`src/rtl/msxbus_pkg.sv`:
```
// Shared definitions for the MSX bus transaction sequencer: timing constants,
// host op codes, control-word bit positions, FSM states and word builders.
package msxbus_pkg;

    localparam int T_SETUP  = 4;
    localparam int T_STROBE = 48;
    localparam int T_RESET  = 256;
    localparam int WAIT_MAX = 4096;

    localparam int CNT_W = 9;
    localparam int EXT_W = 13;

    localparam logic [CNT_W-1:0] SETUP_LAST  = CNT_W'(T_SETUP - 1);
    localparam logic [CNT_W-1:0] STROBE_LAST = CNT_W'(T_STROBE - 1);
    localparam logic [CNT_W-1:0] RESET_LAST  = CNT_W'(T_RESET - 1);
    localparam logic [EXT_W-1:0] EXT_LIMIT   = EXT_W'(WAIT_MAX);

    localparam logic [2:0] OP_MRD   = 3'b000;
    localparam logic [2:0] OP_MWR   = 3'b001;
    localparam logic [2:0] OP_IORD  = 3'b010;
    localparam logic [2:0] OP_IOWR  = 3'b011;
    localparam logic [2:0] OP_FETCH = 3'b100;
    localparam logic [2:0] OP_RESET = 3'b101;

    localparam int CW_RD_N    = 15;
    localparam int CW_WR_N    = 14;
    localparam int CW_MREQ_N  = 13;
    localparam int CW_IORQ_N  = 12;
    localparam int CW_SLOT_HI = 11;
    localparam int CW_SLOT_LO = 10;
    localparam int CW_RESET_N = 9;
    localparam int CW_M1_N    = 8;

    // All strobes released, slot 11, no write data.
    localparam logic [15:0] IDLE_WORD  = 16'hFFFF;
    // Idle word with only the bus reset line pulled low.
    localparam logic [15:0] RESET_WORD = IDLE_WORD ^ (16'h0001 << CW_RESET_N);

    typedef enum logic [3:0] {
        ST_INIT    = 4'd0,
        ST_IDLE    = 4'd1,
        ST_ADDR    = 4'd2,
        ST_SETUP   = 4'd3,
        ST_STROBE  = 4'd4,
        ST_HOLD    = 4'd5,
        ST_SAMPLE  = 4'd6,
        ST_RELEASE = 4'd7,
        ST_RSTHOLD = 4'd8,
        ST_DONE    = 4'd9
    } state_t;

    function automatic logic op_is_legal(input logic [2:0] op);
        return (op <= OP_RESET);
    endfunction

    function automatic logic op_is_read(input logic [2:0] op);
        return (op == OP_MRD) || (op == OP_IORD) || (op == OP_FETCH);
    endfunction

    // Builds the strobe word for a bus cycle: unused strobes stay released.
    function automatic logic [15:0] ctrl_word(input logic [2:0] op,
                                              input logic [1:0] slot,
                                              input logic [7:0] wdata);
        logic [15:0] w;
        w = IDLE_WORD;
        w[CW_SLOT_HI:CW_SLOT_LO] = slot;
        w[7:0] = wdata;
        case (op)
            OP_MRD:   begin w[CW_RD_N] = 1'b0; w[CW_MREQ_N] = 1'b0; end
            OP_MWR:   begin w[CW_WR_N] = 1'b0; w[CW_MREQ_N] = 1'b0; end
            OP_IORD:  begin w[CW_RD_N] = 1'b0; w[CW_IORQ_N] = 1'b0; end
            OP_IOWR:  begin w[CW_WR_N] = 1'b0; w[CW_IORQ_N] = 1'b0; end
            OP_FETCH: begin w[CW_RD_N] = 1'b0; w[CW_MREQ_N] = 1'b0; w[CW_M1_N] = 1'b0; end
            default:  begin w = IDLE_WORD; end
        endcase
        return w;
    endfunction

endpackage

```
`src/rtl/msx_sync2.sv`:
```
// Two-flop synchronizer for the asynchronous MSX WAIT line; idles high.
module msx_sync2
    import msxbus_pkg::*;
(
    input  logic clk,
    input  logic rst,
    input  logic d,
    output logic q
);
    logic meta;

    // Capture the asynchronous input through two stages, resetting to released
    always_ff @(posedge clk or posedge rst) begin
        if (rst) begin
            meta <= 1'b1;
            q    <= 1'b1;
        end else begin
            meta <= d;
            q    <= meta;
        end
    end
endmodule

```
`src/rtl/msxbus_seq.sv`:
```
// MSX bus transaction sequencer: turns one host request at a time into an
// address word plus timed control words for the bus I/O block, stretches the
// strobe phase on WAIT, captures read data and reports completion.
// All outputs are registered and decoded from the next state, so they line up
// with the state register cycle for cycle.
module msxbus_seq
    import msxbus_pkg::*;
(
    input  logic        clk,
    input  logic        rst,
    input  logic        req,
    input  logic [2:0]  op,
    input  logic [1:0]  slot,
    input  logic [15:0] addr,
    input  logic [7:0]  wdata,
    output logic        busy,
    output logic        ack,
    output logic        err,
    output logic [7:0]  rdata,
    output logic        cs,
    output logic        a0,
    output logic [15:0] md_out,
    output logic        md_oe_hi,
    output logic        md_oe_lo,
    input  logic [15:0] md_in,
    input  logic        rwait
);
    state_t            state_r, state_nx;
    logic [CNT_W-1:0]  cnt_r, cnt_nx;
    logic [EXT_W-1:0]  ext_r, ext_nx;
    logic [2:0]        op_r, op_nx;
    logic [1:0]        slot_r, slot_nx;
    logic [15:0]       addr_r, addr_nx;
    logic [7:0]        wdata_r, wdata_nx;
    logic              err_flag_r, err_flag_nx;
    logic              init_done_r, init_done_nx;
    logic              rwait_s;

    logic              cs_nx, a0_nx, oe_hi_nx, oe_lo_nx, busy_nx, ack_nx, err_nx;
    logic [15:0]       md_nx;
    logic [7:0]        rdata_nx;

    // Only the low byte of the bus data carries read data.
    logic              unused_md_hi;
    assign unused_md_hi = ^md_in[15:8];

    msx_sync2 u_rwait_sync (
        .clk (clk),
        .rst (rst),
        .d   (rwait),
        .q   (rwait_s)
    );

    // Next-state, phase counters and request latch
    always_comb begin
        state_nx     = state_r;
        cnt_nx       = cnt_r;
        ext_nx       = ext_r;
        op_nx        = op_r;
        slot_nx      = slot_r;
        addr_nx      = addr_r;
        wdata_nx     = wdata_r;
        err_flag_nx  = err_flag_r;
        init_done_nx = init_done_r;
        case (state_r)
            ST_INIT: begin
                // First INIT cycle issues the idle word, second moves on.
                if (init_done_r) begin
                    state_nx = ST_IDLE;
                end else begin
                    init_done_nx = 1'b1;
                end
            end
            ST_IDLE: begin
                if (req) begin
                    op_nx       = op;
                    slot_nx     = slot;
                    addr_nx     = addr;
                    wdata_nx    = wdata;
                    cnt_nx      = {CNT_W{1'b0}};
                    ext_nx      = {EXT_W{1'b0}};
                    err_flag_nx = !op_is_legal(op);
                    if (!op_is_legal(op)) begin
                        state_nx = ST_DONE;
                    end else if (op == OP_RESET) begin
                        state_nx = ST_RSTHOLD;
                    end else begin
                        state_nx = ST_ADDR;
                    end
                end else begin
                    state_nx = ST_IDLE;
                end
            end
            ST_ADDR: begin
                state_nx = ST_SETUP;
                cnt_nx   = {CNT_W{1'b0}};
            end
            ST_SETUP: begin
                if (cnt_r == SETUP_LAST) begin
                    state_nx = ST_STROBE;
                end else begin
                    cnt_nx = cnt_r + 1'b1;
                end
            end
            ST_STROBE: begin
                state_nx = ST_HOLD;
                cnt_nx   = {CNT_W{1'b0}};
                ext_nx   = {EXT_W{1'b0}};
            end
            ST_HOLD: begin
                // Minimum strobe width first, then stretch while WAIT is low.
                if (cnt_r != STROBE_LAST) begin
                    cnt_nx = cnt_r + 1'b1;
                end else if (rwait_s) begin
                    state_nx = op_is_read(op_r) ? ST_SAMPLE : ST_RELEASE;
                end else if (ext_r == EXT_LIMIT) begin
                    state_nx    = ST_RELEASE;
                    err_flag_nx = 1'b1;
                end else begin
                    ext_nx = ext_r + 1'b1;
                end
            end
            ST_SAMPLE: begin
                state_nx = ST_RELEASE;
            end
            ST_RSTHOLD: begin
                if (cnt_r == RESET_LAST) begin
                    state_nx = ST_RELEASE;
                end else begin
                    cnt_nx = cnt_r + 1'b1;
                end
            end
            ST_RELEASE: begin
                state_nx = ST_DONE;
            end
            ST_DONE: begin
                state_nx = ST_IDLE;
            end
            default: begin
                state_nx = ST_INIT;
            end
        endcase
    end

    // Output values for the cycle about to start, decoded from the next state
    always_comb begin
        cs_nx    = 1'b1;
        a0_nx    = a0;
        md_nx    = md_out;
        oe_hi_nx = 1'b1;
        oe_lo_nx = 1'b1;
        busy_nx  = 1'b1;
        ack_nx   = 1'b0;
        err_nx   = 1'b0;
        case (state_nx)
            ST_INIT: begin
                cs_nx = 1'b0;
                a0_nx = 1'b1;
                md_nx = IDLE_WORD;
            end
            ST_IDLE: begin
                busy_nx = 1'b0;
            end
            ST_ADDR: begin
                cs_nx = 1'b0;
                a0_nx = 1'b0;
                md_nx = addr_nx;
            end
            ST_STROBE: begin
                cs_nx = 1'b0;
                a0_nx = 1'b1;
                md_nx = ctrl_word(op_r, slot_r, wdata_r);
            end
            ST_SAMPLE: begin
                cs_nx    = 1'b0;
                a0_nx    = 1'b1;
                md_nx    = ctrl_word(op_r, slot_r, wdata_r);
                oe_lo_nx = 1'b0;
            end
            ST_RELEASE: begin
                cs_nx = 1'b0;
                a0_nx = 1'b1;
                md_nx = IDLE_WORD;
            end
            ST_RSTHOLD: begin
                // Only the entry cycle writes the reset word; it then stays latched.
                if (state_r == ST_IDLE) begin
                    cs_nx = 1'b0;
                    a0_nx = 1'b1;
                    md_nx = RESET_WORD;
                end else begin
                    cs_nx = 1'b1;
                end
            end
            ST_DONE: begin
                ack_nx = 1'b1;
                err_nx = err_flag_nx;
            end
            default: begin
                cs_nx = 1'b1;
            end
        endcase
        if (state_r == ST_SAMPLE) begin
            rdata_nx = md_in[7:0];
        end else begin
            rdata_nx = rdata;
        end
    end

    // Sequencer state and latched request
    always_ff @(posedge clk or posedge rst) begin
        if (rst) begin
            state_r     <= ST_INIT;
            cnt_r       <= {CNT_W{1'b0}};
            ext_r       <= {EXT_W{1'b0}};
            op_r        <= 3'b000;
            slot_r      <= 2'b00;
            addr_r      <= 16'h0000;
            wdata_r     <= 8'h00;
            err_flag_r  <= 1'b0;
            init_done_r <= 1'b0;
        end else begin
            state_r     <= state_nx;
            cnt_r       <= cnt_nx;
            ext_r       <= ext_nx;
            op_r        <= op_nx;
            slot_r      <= slot_nx;
            addr_r      <= addr_nx;
            wdata_r     <= wdata_nx;
            err_flag_r  <= err_flag_nx;
            init_done_r <= init_done_nx;
        end
    end

    // Registered outputs; reset releases the bus block immediately
    always_ff @(posedge clk or posedge rst) begin
        if (rst) begin
            cs       <= 1'b1;
            a0       <= 1'b0;
            md_out   <= 16'h0000;
            md_oe_hi <= 1'b0;
            md_oe_lo <= 1'b0;
            busy     <= 1'b1;
            ack      <= 1'b0;
            err      <= 1'b0;
            rdata    <= 8'h00;
        end else begin
            cs       <= cs_nx;
            a0       <= a0_nx;
            md_out   <= md_nx;
            md_oe_hi <= oe_hi_nx;
            md_oe_lo <= oe_lo_nx;
            busy     <= busy_nx;
            ack      <= ack_nx;
            err      <= err_nx;
            rdata    <= rdata_nx;
        end
    end
endmodule

```
`config.mk`:
```
export PLATFORM = sky130hd
export DESIGN_NAME = msxbus_seq
export DESIGN_NICKNAME = d
export VERILOG_FILES = /design/src/rtl/msxbus_pkg.sv /design/src/rtl/msx_sync2.sv /design/src/rtl/msxbus_seq.sv
export SDC_FILE = /design/constraint.sdc
export NUM_CORES = 1
export LEC_CHECK = 0
export CAP_MARGIN = 15
export CORE_UTILIZATION = 32
export DETAILED_ROUTE_END_ITERATION = 10
export PLACE_DENSITY = 0.59
export SLEW_MARGIN = 10
export SYNTH_ARGS = -nofsm -noshare
export SYNTH_HDL_FRONTEND = slang
export SYNTH_SLANG_ARGS = --single-unit
```
`constraint.sdc`:
```
create_clock -name clk -period 3.4 [get_ports clk]
set_clock_uncertainty 0.15 [all_clocks]
set_input_delay 0.34 -clock clk [delete_from_list [all_inputs] [get_ports clk]]
set_output_delay 0.34 -clock clk [all_outputs]
set_load 0.02 [all_outputs]
```
# Word-level counts from Yosys, hierarchy flattened

Index checks and enable logic that the tools add are counted.

Register bits: 90
Latch bits: 0
Bits in writable memories: 0
ROM bits: 0
Input bits: 49
Output and inout port bits: 31
Logic and storage cells: 126
Memories: 0

Add/sub/neg operators: 2
$mul: 0
Divide/modulo/power cells: 0
$lt $le $gt $ge: 1
Eq/ne operators: 33
Shift operators: 0
Mux-type cells: 45
Bitwise logic cells: 0
Reduce and logical (&&, ||, !) cells: 25

Operators by type and width:

| operator                                                                | count |
|---|---|
| 16-bit case mux with 4 select lines                                     | 1 |
| 13-bit two-way mux                                                      | 4 |
| 16-bit two-way mux                                                      | 3 |
| 9-bit case mux with 5 select lines                                      | 1 |
| 4-bit case mux with 10 select lines                                     | 1 |
| 13-bit case mux with 3 select lines                                     | 1 |
| 4-bit two-way mux                                                       | 9 |
| 9-bit two-way mux                                                       | 4 |
| 4-bit by 3-bit == test with 1-bit output, second input constant         | 7 |
| 4-bit == test, second input constant                                    | 4 |
| 1-bit two-way mux                                                       | 16 |
| 2-bit inequality test, second input constant                            | 8 |
| 13-bit by 1-bit adder with 13-bit output, second input constant         | 1 |
| 13-bit == test, second input constant                                   | 1 |
| 4-bit by 2-bit == test with 1-bit output, second input constant         | 3 |
| 5-bit AND reduction                                                     | 2 |
| 2-bit OR reduction                                                      | 5 |
| 5-bit OR reduction                                                      | 2 |
| 9-bit by 1-bit adder with 9-bit output, second input constant           | 1 |
| 9-bit by 2-bit == test with 1-bit output, second input constant         | 1 |
| 9-bit by 8-bit == test with 1-bit output, second input constant         | 1 |
| 9-bit by 6-bit inequality test with 1-bit output, second input constant | 1 |
| 4-bit by 1-bit == test with 1-bit output, second input constant         | 2 |
| 4-bit logical NOT                                                       | 2 |
| 17 further kinds                                                        | 25 |

# Logic depth before layout (Yosys ltp)

Depth after elaboration: 11
Mapped depth: 14
Depth with buffers taken out: 12

# Modules after synthesis

A second synthesis with hierarchy kept.

Cells, all modules: 443
Area total of the unflattened synthesis: 4267.8 um^2

By module, submodules not included:

| module     | instances | cells each | area an instance (um^2) | seq. area each (um^2) |
|---|---|---|---|---|
| msxbus_seq | 1         | 440        | 4211.5                  | 2204.6 |
| msx_sync2  | 1         | 3          | 56.3                    | 52.6 |

# Worst setup path before layout

No wires, ideal clock.

Path kind: register to register
Start: register cnt_r[0]
End: register md_out[9]
Library setup time: 125 ps
Arrival: 2581 ps
Data required time: 3125 ps
Slack: 544 ps
Cell stages (with the launch flop): 13
Buffers on the path: 1
Clock period less this slack: 2856 ps
Cell sequence: dfrtp_1 -> ha_1 -> and4_1 -> nand2_1 -> nor2_1 -> ha_1 -> nand4bb_1 -> a21oi_1 -> a31o_2 -> o211ai_1 -> and3_4 -> buf_6 -> mux2_4

Cells in the longest elaborated chain, start to end: 7
Elaborated cells between the ends (all ways): 19
Classes of those cells: eq/ne: 9; mux: 5; reduce/logical: 5

Ends and longest elaborated chain:

| item                                                                          | line                                                   | source |
|---|---|---|
| start: declaration                                                            | msxbus_seq.sv:29                                       | `logic [CNT_W-1:0] cnt_r, cnt_nx;` |
| start signal: assignment                                                      | msxbus_seq.sv:214                                      | `cnt_r <= {CNT_W{1'b0}};` |
| start signal: assignment                                                      | msxbus_seq.sv:224                                      | `cnt_r <= cnt_nx;` |
| 9-bit by 8-bit == test with 1-bit output (tied with other cells)              | msxbus_seq.sv:127                                      | `if (cnt_r == RESET_LAST) begin` |
| 4-bit two-way mux, on equally long branches                                   | msxbus_seq.sv:127, msxbus_seq.sv:99, msxbus_seq.sv:112 |  |
| 4-bit case mux with 10 select lines *                                         | msxbus_seq.sv:65                                       | `case (state_r)` |
| 4-bit by 3-bit == test with 1-bit output or 4-bit logical NOT (tied branches) | msxbus_seq.sv:155                                      | `case (state_nx)` |
| 2-bit OR reduction (no line)                                                  | --                                                     |  |
| 4-bit nonzero test (no line)                                                  | --                                                     |  |
| 2-bit AND reduction (no line)                                                 | --                                                     |  |
| end signal: assignment                                                        | msxbus_seq.sv:250                                      | `md_out <= md_nx;` |
| end: declaration                                                              | msxbus_seq.sv:22                                       | `output logic [15:0] md_out,` |

Mark *: on every way between the ends. The rest lies on a longest branch, timed or not.
A chain may end at the register's enable or synchronous reset.

# Worst setup path after layout

Start: register cnt_r[0]
End: register md_out[1]

Cells in the longest elaborated chain, start to end: 7
Elaborated cells between the ends (all ways): 19
Classes of those cells: eq/ne: 9; mux: 5; reduce/logical: 5

Ends and longest elaborated chain:

| item                                                                          | line                                                   | source |
|---|---|---|
| 9-bit by 8-bit == test with 1-bit output (tied with other cells)              | msxbus_seq.sv:127                                      |  |
| 4-bit two-way mux, on equally long branches                                   | msxbus_seq.sv:127, msxbus_seq.sv:99, msxbus_seq.sv:112 |  |
| 4-bit case mux with 10 select lines *                                         | msxbus_seq.sv:65                                       |  |
| via state_nx[2]                                                               | msxbus_seq.sv:28                                       | `state_t state_r, state_nx;` |
| 4-bit by 3-bit == test with 1-bit output or 4-bit logical NOT (tied branches) | msxbus_seq.sv:155                                      |  |
| 2-bit OR reduction (no line)                                                  | --                                                     |  |
| 4-bit nonzero test (no line)                                                  | --                                                     |  |
| 2-bit AND reduction (no line)                                                 | --                                                     |  |

Mark *: on every way through the listed nets, which the timed path passes. The rest lies on a longest branch.

==> impl_results.md <==
- Gr usage total: 0.155
- Post-DRT Antenna Nets: 0
- Startpoint types: flip-flop
- WP data required: 3470 ps
- Final Net Count: 523
- Pin count of the biggest net entering global routing: 43
- WP data arrival: 3180 ps
- Post-DP HPWL: 7550 um
- Critical path class: reg2reg
- # IOs: 80
- CP max FO: 16
- Tcrit/Tclk final: 0.914
- Most used cell, CP: ha_1
- Endpoints failing hold: 0
- Commonest cells after routing, fill and taps aside: dfrtp_1, clkdlybuf4s50_1, a31oi_1
- Post-layout instance area: 0.00568 mm2
- Max IR drop VDD: 0.383 mV
- Vias in the first global route: 3,396
- Primary FF master, synth: dfrtp_1
- Die Height: 120 um
- P&R area growth vs syn: 26.5%
- Grt ovf: 0
- Warnings, synthesis: 0
- Sequential element share of the synthesized area: 0.503
- Worst r2r src: cnt_r[0]
- Worst path slowest cell: dfrtp_1
- Max-slew violations: 0
- Hold buffer count at cts: 0
- Seq cells post-synth: 90
- H-tree depth: 3
- Ant. Diodes: 0
- R2R cell count: 12
- Mapped Area: 0.00449 mm2
- Worst Tran Pin Value: 737 ps
- Fmax: 322 MHz
- Initial antenna violation count: 0
- Sink Count: 90
- Post-cts gate resize count: 0
- DR DRC count: 0
- Rows: 42
- Total negative setup slack: 0 ps
- Pwr/cell area: 907 mW/mm2
- RSZ-0062 raised after global routing: no
- Worst-case hold path end point: u_rwait_sync.q
- Routed WL: 10,500 um
- Reg-to-reg slack, setup: 290 ps
- Die ar.: 0.0145 mm2
- Minimum clock period: 3110 ps
- TritonCTS Buffers: 9
- Crit-path max cell delay: 390 ps
- Net Count, Synth: 452
- GPL Wtd Cong: 0.795
- Via count: 3,390
- Wire per inst: 16.2 um
- Clk_lat worst skew: 340 ps
- Hold depth: 0
- Min-delay src: u_rwait_sync.meta
- Cell Area, Placed: 0.00538 mm2
- Max-cap viol count: 0
- CTS tree: built
- Dpl ws: 314 ps
- Post-synthesis instance total: 399
- Synth async-reset ratio: 1.00
- Layout cells sized above 1: 0.196
- Critical Path Sink Type: flip-flop
- Worst-path clk slew: 70 ps
- Worst-path cell chain: ha_1 -> and4_1 -> nand2_1 -> nor2_1 -> ha_1 -> nand4bb_1 -> a21oi_1 -> a221oi_2 -> inv_1 -> nand4_4 -> mux2i_1 -> a31oi_1
- Root buf cell: clkbuf_16
- Die X: 120 um
- Core area: 0.0135 mm2
- Initial core utilization: 0.334
- Pleak: 0.00237 uW
- Worst setup margin: 293 ps
- Starting DRC count in detailed routing: 228
- Unique masters post-synth: 64
- Run status: completed
- First-pass GRT wire length: 17,500 um
- HP Class: reg2reg
- CTS Buffer Depth: 2
- Mean Syn Cell Area: 11.3 um2
- Post-synth EDFFs: 0
- # setup viols final: 0
- Post-CTS setup buffers: 0
- Vias per cell: 5.21
- DR pass1 iterations: 5
- Filler instances: 1,330
- I/O Buffers: 71
- Reg2reg end: md_out[1]
- Most common cell after layout, fill and taps aside: dfrtp_1
- Final Hold Slack: 208 ps
- Relative slew slack: 0.508
-- state kept, by name, indices dropped and copies added (netlist names), 2 cells and up --
signal / flops
state_r: 4
addr_r: 16
op_r: 3
ext_r: 13
slot_r: 2
rdata: 8
cnt_r: 9
wdata_r: 8
md_out: 16
-- synth_stat cells, types with 5 or more instances --
master     n  area (um2)
a21oi_1    8        40.0
a31oi_1   45         282
buf_2      9        45.0
dfrtp_1   86        2150
inv_1      9        33.8
mux2_2    38         428
mux2i_1   16         160
nand2_1   24        90.1
nand2b_1   5        31.3
nand3_1   11        55.1
nand4_1    6        37.5
nor2_1    25        93.8
o21ai_0   11        55.1
o31ai_1   10        75.1
or2_2     11        68.8
xnor2_1    5        43.8
-- worst max path at each step --
stage / from / to / slack [ps] / cells past startpoint
5_1_grt: cnt_r[0] / md_out[6] / 100 / 12
3_5_place_dp: cnt_r[0] / md_out[1] / 310 / 12
6_report: cnt_r[0] / md_out[1] / 290 / 12
2_1_floorplan: cnt_r[0] / md_out[9] / 540 / 12
3_3_place_gp: cnt_r[0] / md_out[1] / 390 / 12
4_1_cts: cnt_r[0] / md_out[6] / 310 / 12
-- cell families after synthesis --
logic type | after synthesis | share of synthesized area
DFF | 90 | 0.503
and+or+nand+nor | 117 | 0.153
AOI/OAI and AO/OA | 97 | 0.151
buffers and inverters | 28 | 0.0334
xor gates and xnor gates | 6 | 0.0117
muxes | 56 | 0.137
other | 1 | 0.000835
adders and majority gates | 4 | 0.0111
-- routing by layer --
metal | part of all wire | GRT usage | wire length (um)
met1 | 0.46 | 0.204 | 4810
met2 | 0.48 | 0.249 | 5080
met3 | 0.046 | 0.0406 | 480
met4 | 0.014 | 0.0463 | 145
met5 | 0 | 0 | 0
-- critical path, delay by kind of cell, from the launching register on --
kind                       cells  cell delay, ps
DFF                            1             390
and+or+nand+nor                5            1070
adders and majority gates      2             420
AOI/OAI and AO/OA              3             400
buffers and inverters          1             240
muxes                          1             310
-- final cells by class --
type	instances	area (um2)	area share
Clock buffer	10	229	0.0403
Clock inverter	6	72.6	0.0128
Inverter	9	35.0	0.00617
Multi-Input combinational cell	281	2080	0.367
Sequential cell	90	2260	0.397
Tap cell	176	220	0.0388
Timing Repair Buffer	79	783	0.138
-- power by group --
part	total, uW	switching (uW)	internal [uW]	leakage, uW
sequential	1710	264	1450	0.00110
combinational	2430	1340	1090	0.00113
clock	1010	434	578	0.000144
total	5150	2030	3120	0.00237
-- per-stage QoR --
stage | std cells | util | total power (uW)
floorplan | 399 | - | 3520
global placement | 635 | 0.400 | 4110
detailed placement | 635 | 0.400 | 4170
CTS | 651 | 0.422 | 5200
global route | 651 | 0.422 | 5510
finish | 651 | 0.422 | 5150
Power figures use the tool's default switching activity.
